$ cat src/rtl/timer_cmp_rd.sv
// Compare/read side of the 64-bit timer: compare register, sticky match interrupt, read mux.
// Define TIMER_RD_SNAPSHOT_EN to make the two-access count read atomic via an upper-half snapshot.
module timer_cmp_rd #(
   parameter logic [63:0] CMP_RST = 64'hFFFF_FFFF_FFFF_FFFF
) (
   input  logic        clk,
   input  logic        rst,
   input  logic [63:0] cnt,
   input  logic [31:0] wdata,
   input  logic        tcmp0_wr_sel,
   input  logic        tcmp1_wr_sel,
   input  logic        tier_wr_sel,
   input  logic        tisr_wr_sel,
   input  logic        tdr0_rd_sel,
   input  logic        tdr1_rd_sel,
   input  logic        tcmp0_rd_sel,
   input  logic        tcmp1_rd_sel,
   input  logic        tier_rd_sel,
   input  logic        tisr_rd_sel,
   output logic [31:0] rdata,
   output logic        tim_int,
   output logic [31:0] tcmp0,
   output logic [31:0] tcmp1
);

   logic [63:0] cmp;
   logic        int_en;
   logic        int_st;
   logic        match;
   logic        match_q;
   logic [31:0] hi_rd;

   assign match   = (cnt == cmp);
   assign tcmp0   = cmp[31:0];
   assign tcmp1   = cmp[63:32];
   assign tim_int = int_st & int_en;

`ifdef TIMER_RD_SNAPSHOT_EN
   logic [31:0] hi_snap;

   // Upper half frozen by the low-half read so a tdr0/tdr1 pair is coherent.
   always_ff @(posedge clk) begin
      if (rst)
         hi_snap <= '0;
      else if (tdr0_rd_sel)
         hi_snap <= cnt[63:32];
   end

   assign hi_rd = hi_snap;
`else
   assign hi_rd = cnt[63:32];
`endif

   always_ff @(posedge clk) begin
      if (rst) begin
         cmp     <= CMP_RST;
         int_en  <= 1'b0;
         int_st  <= 1'b0;
         match_q <= 1'b0;
      end else begin
         match_q <= match;
         if (tcmp0_wr_sel) cmp[31:0]  <= wdata;
         if (tcmp1_wr_sel) cmp[63:32] <= wdata;
         if (tier_wr_sel)  int_en     <= wdata[0];
         // Edge detect keeps a halted counter from re-arming after a clear; set beats W1C.
         if (match && !match_q)
            int_st <= 1'b1;
         else if (tisr_wr_sel && wdata[0])
            int_st <= 1'b0;
      end
   end

   always_ff @(posedge clk) begin
      if (rst)
         rdata <= '0;
      else if (tdr0_rd_sel)
         rdata <= cnt[31:0];
      else if (tdr1_rd_sel)
         rdata <= hi_rd;
      else if (tcmp0_rd_sel)
         rdata <= cmp[31:0];
      else if (tcmp1_rd_sel)
         rdata <= cmp[63:32];
      else if (tier_rd_sel)
         rdata <= {31'b0, int_en};
      else if (tisr_rd_sel)
         rdata <= {31'b0, int_st};
   end

endmodule

$ cat config.mk
export PLATFORM = sky130hd
export DESIGN_NAME = timer_cmp_rd
export DESIGN_NICKNAME = d
export VERILOG_FILES = /design/src/rtl/timer_cmp_rd.sv
export SDC_FILE = /design/constraint.sdc
export NUM_CORES = 1
export LEC_CHECK = 0
export CAP_MARGIN = 20
export CORE_MARGIN = 4
export CORE_UTILIZATION = 35
export DETAILED_ROUTE_END_ITERATION = 7
export GPL_ROUTABILITY_DRIVEN = 0
export GPL_TIMING_DRIVEN = 0
export PLACE_DENSITY = 0.64
export RECOVER_POWER = 50
export REMOVE_ABC_BUFFERS = 1
export SETUP_SLACK_MARGIN = 0.2
export SLEW_MARGIN = 0
export SYNTH_ARGS = -nofsm -noshare
export SYNTH_HDL_FRONTEND = slang
export SYNTH_SLANG_ARGS = --single-unit
export TNS_END_PERCENT = 5
$ cat constraint.sdc
create_clock -name clk -period 2.5 [get_ports clk]
set_clock_uncertainty 0.2 [all_clocks]
set_input_delay 0.625 -clock clk [delete_from_list [all_inputs] [get_ports clk]]
set_output_delay 0.625 -clock clk [all_outputs]
set_load 0.02 [all_outputs]
==> metrics.txt, run 1 <==
Final ANT Viol Nets 0; post-synth top area share 37.6%; Pre-antenna DRT Iters 5; Worst Path Required approximately 2600 ps; max incr delay on CP 700 ps; hold buffers post-CTS 0; share of flip-flops with an asynchronous set or reset 0%; H-tree levels 3; Nets approximately 900; Placement Cell Area 7470 µm²; Setup Viol. Count Final 0; Crit Path Max Fanout between 80 and 90; fmax 436 MHz; die width between 100 and 150 µm; share of layout cells above drive strength 1 4.49%; # diodes 0; io pins 205; Max Cap Viol 1; Slew headroom 0.475%; slack of the critical path 205 ps; synth top area cells dfxtp_1 (38%), mux2i_1 (12%), nand2_1 (9.4%); first-pass GRT wire length a little under 30000 µm; P&R area growth vs syn 47.9%; peak supply drop 0.000266 V; clock slew at reported path FFs 70 ps; vias post-DR 5276; final WL between 15000 and 20000 µm; register area share after synthesis 37.6%; failing checks max-capacitance violations; Synth Cell Area 5280 µm²; count of pins over their slew limit 0; top post-synthesis cells by count nand2_1 (132), dfxtp_1 (99), mux2i_1 (62), a21oi_1 (56), xnor2_1 (44); # Post-CTS Setup Buffers 0; Setup CP Type in -> reg; Yosys reg bits 99; Hold/Removal Path Class reg -> reg; actual slew at the worst max-slew pin 1490 ps; Top FF cell, synth dfxtp_1; CTS tree built; core area about 15000 µm²; antenna violations before repair 0; Worst setup SP type input port; status complete, but fails checks; Routed WL per cell 19.4 µm; pin count of the biggest net entering global routing 84; WP data arrival 2360 ps; Synth area leader dfxtp_1; later-pin clock latency in the skew report 350 ps; leakage power 3.36 nW; Vias/cell 5.36; Yosys cell types 37; fin util a little over half; Fill cells 1382; Post-Syn Instances between 600 and 700; Power Density 553 nW/µm²; cell with the most instances after synthesis nand2_1; Post-synth EDFFs 0; post-DP HPWL 13500 µm; 1st-iter DRT viols roughly 310; root buf cell clkbuf_16; Crit-path slowest cell dlygate4sd3_1; post-synthesis area per instance 8.47 µm²; pre-CTS setup slack -474 ps; Period Utilization, post-route approximately nine tenths; worst path cell trace dlygate4sd3_1 > inv_4 > buf_6 > nand3_1 > o31ai_2; GR Overflow Total 0; setup_tns 0 ps; Die Ht 131 µm; TritonCTS buffer count 9; fin area 7800 µm²; vias in the first global route 5205; global-route usage over all layers between 20% and 30%; Core Rows 44; CP endpoint kind flop; IO buf count around 200; clock buffer depth 2; clock sinks 99; Initial Util 36.0%; yosys warns 0; Hold WS around 230 ps; die area 17100 µm²; final hold violations 0; DRC viols 0; crit path time final 2300 ps; RSZ-0062 raised after global routing yes
[cells by family after synthesis]
kind of cell	after synthesis	share of synthesized area [%]
buf+inv	62	4.65
flops	99	37.6
mux	63	12.0
compound gates	142	19.3
xor+xnor	47	7.80
simple gates	210	18.7
[state kept, by name (all words and copies together), names as in the netlist]
register	cells
cmp	64
match_q	1
int_st	1
int_en	1
rdata	32
[worst max-delay path: cells and delay by family]
family / cells / cell delay, ps
AOI/OAI and AO/OA: 1 / 110
buffers and inverters: 3 / 1360
and+or+nand+nor: 1 / 230
[placed cells by master (no fill, tap or decap), drive strengths merged, types with 2 or more instances in the layout]
cell           Yosys  routed
a2111o             4       4
xor2               3       3
a311oi             4       4
nand3b            27      27
clkinv             0       2
nor2              12      12
dlygate4sd3        0      30
mux2i             62      62
buf               13      10
a211o              4       4
clkbuf            37      15
nor4               6       6
nand4             11      11
clkdlybuf4s50      0     166
a21oi             56      56
o22ai              3       3
nand2            132     133
xnor2             44      44
o211ai            31      31
o21ai              6       6
dfxtp             99      99
nor2b             13      13
nand2b             4       4
inv               12      12
dlygate4sd2        0       2
o211a             27      27
nand3              3       3
[per-layer routing]
layer  vias to the layer above  track usage, %  routed length (µm)
li1                       2546               -                   -
met4                         0            6.90                 325
met2                       184            35.6                8810
met5                         -               0                   0
met3                        23            5.33                1330
met1                      2523            29.2                8690
[power by group]
group	leakage, nW	switching (W)	internal [W]
Sequential	0.821	0.0000952	0.00168
Combinational	2.38	0.000529	0.000540
Clock	0.155	0.000619	0.000855
Total	3.36	0.00124	0.00308
[metrics by stage]
step | total power [W] | cells
5_1_grt | 0.00452 | 985
4_1_cts | 0.00438 | 985
2_1_floorplan | 0.00228 | 573
6_report | 0.00432 | 985
3_3_place_gp | 0.00289 | 961
3_5_place_dp | 0.00289 | 968
[area by class of cell]
type | instances | area, µm² | share of cell area, %
timing repair buffer | 211 | 2140 | 27.5
clock inverter | 4 | 47.5 | 0.609
sequential | 99 | 1980 | 25.4
multi-input combinational | 463 | 3090 | 39.6
inverter | 12 | 47.5 | 0.609
tap | 184 | 230 | 2.95
clock buffer | 12 | 267 | 3.42
[path summary, 6_finish.rpt]
check / startpoint / endpoint / slack (ps) / depth (start not counted)
setup / recovery: rst / int_st / 200 / 5
hold / removal: match_q / int_st / 230 / 1
setup reg to reg: cmp[17] / int_st / 600 / 5
hold reg to reg: match_q / int_st / 230 / 1
[what timing repair did]
action | 4_1_cts | 5_1_grt
resized for setup | 7 | 2
setup endpoints to repair | 33 | 23
gates cloned | 1 | 0
pin swaps | 3 | 3
endpoints found under the hold margin | 0 | 0
Power figures use the tool's default switching activity.
==> run 2, diff against run 1 <==
Settings changed: SKIP_LAST_GASP set to 1.
==> results of run 2 <==
The final DEF is identical to that of run 1; final timing and power are the same.
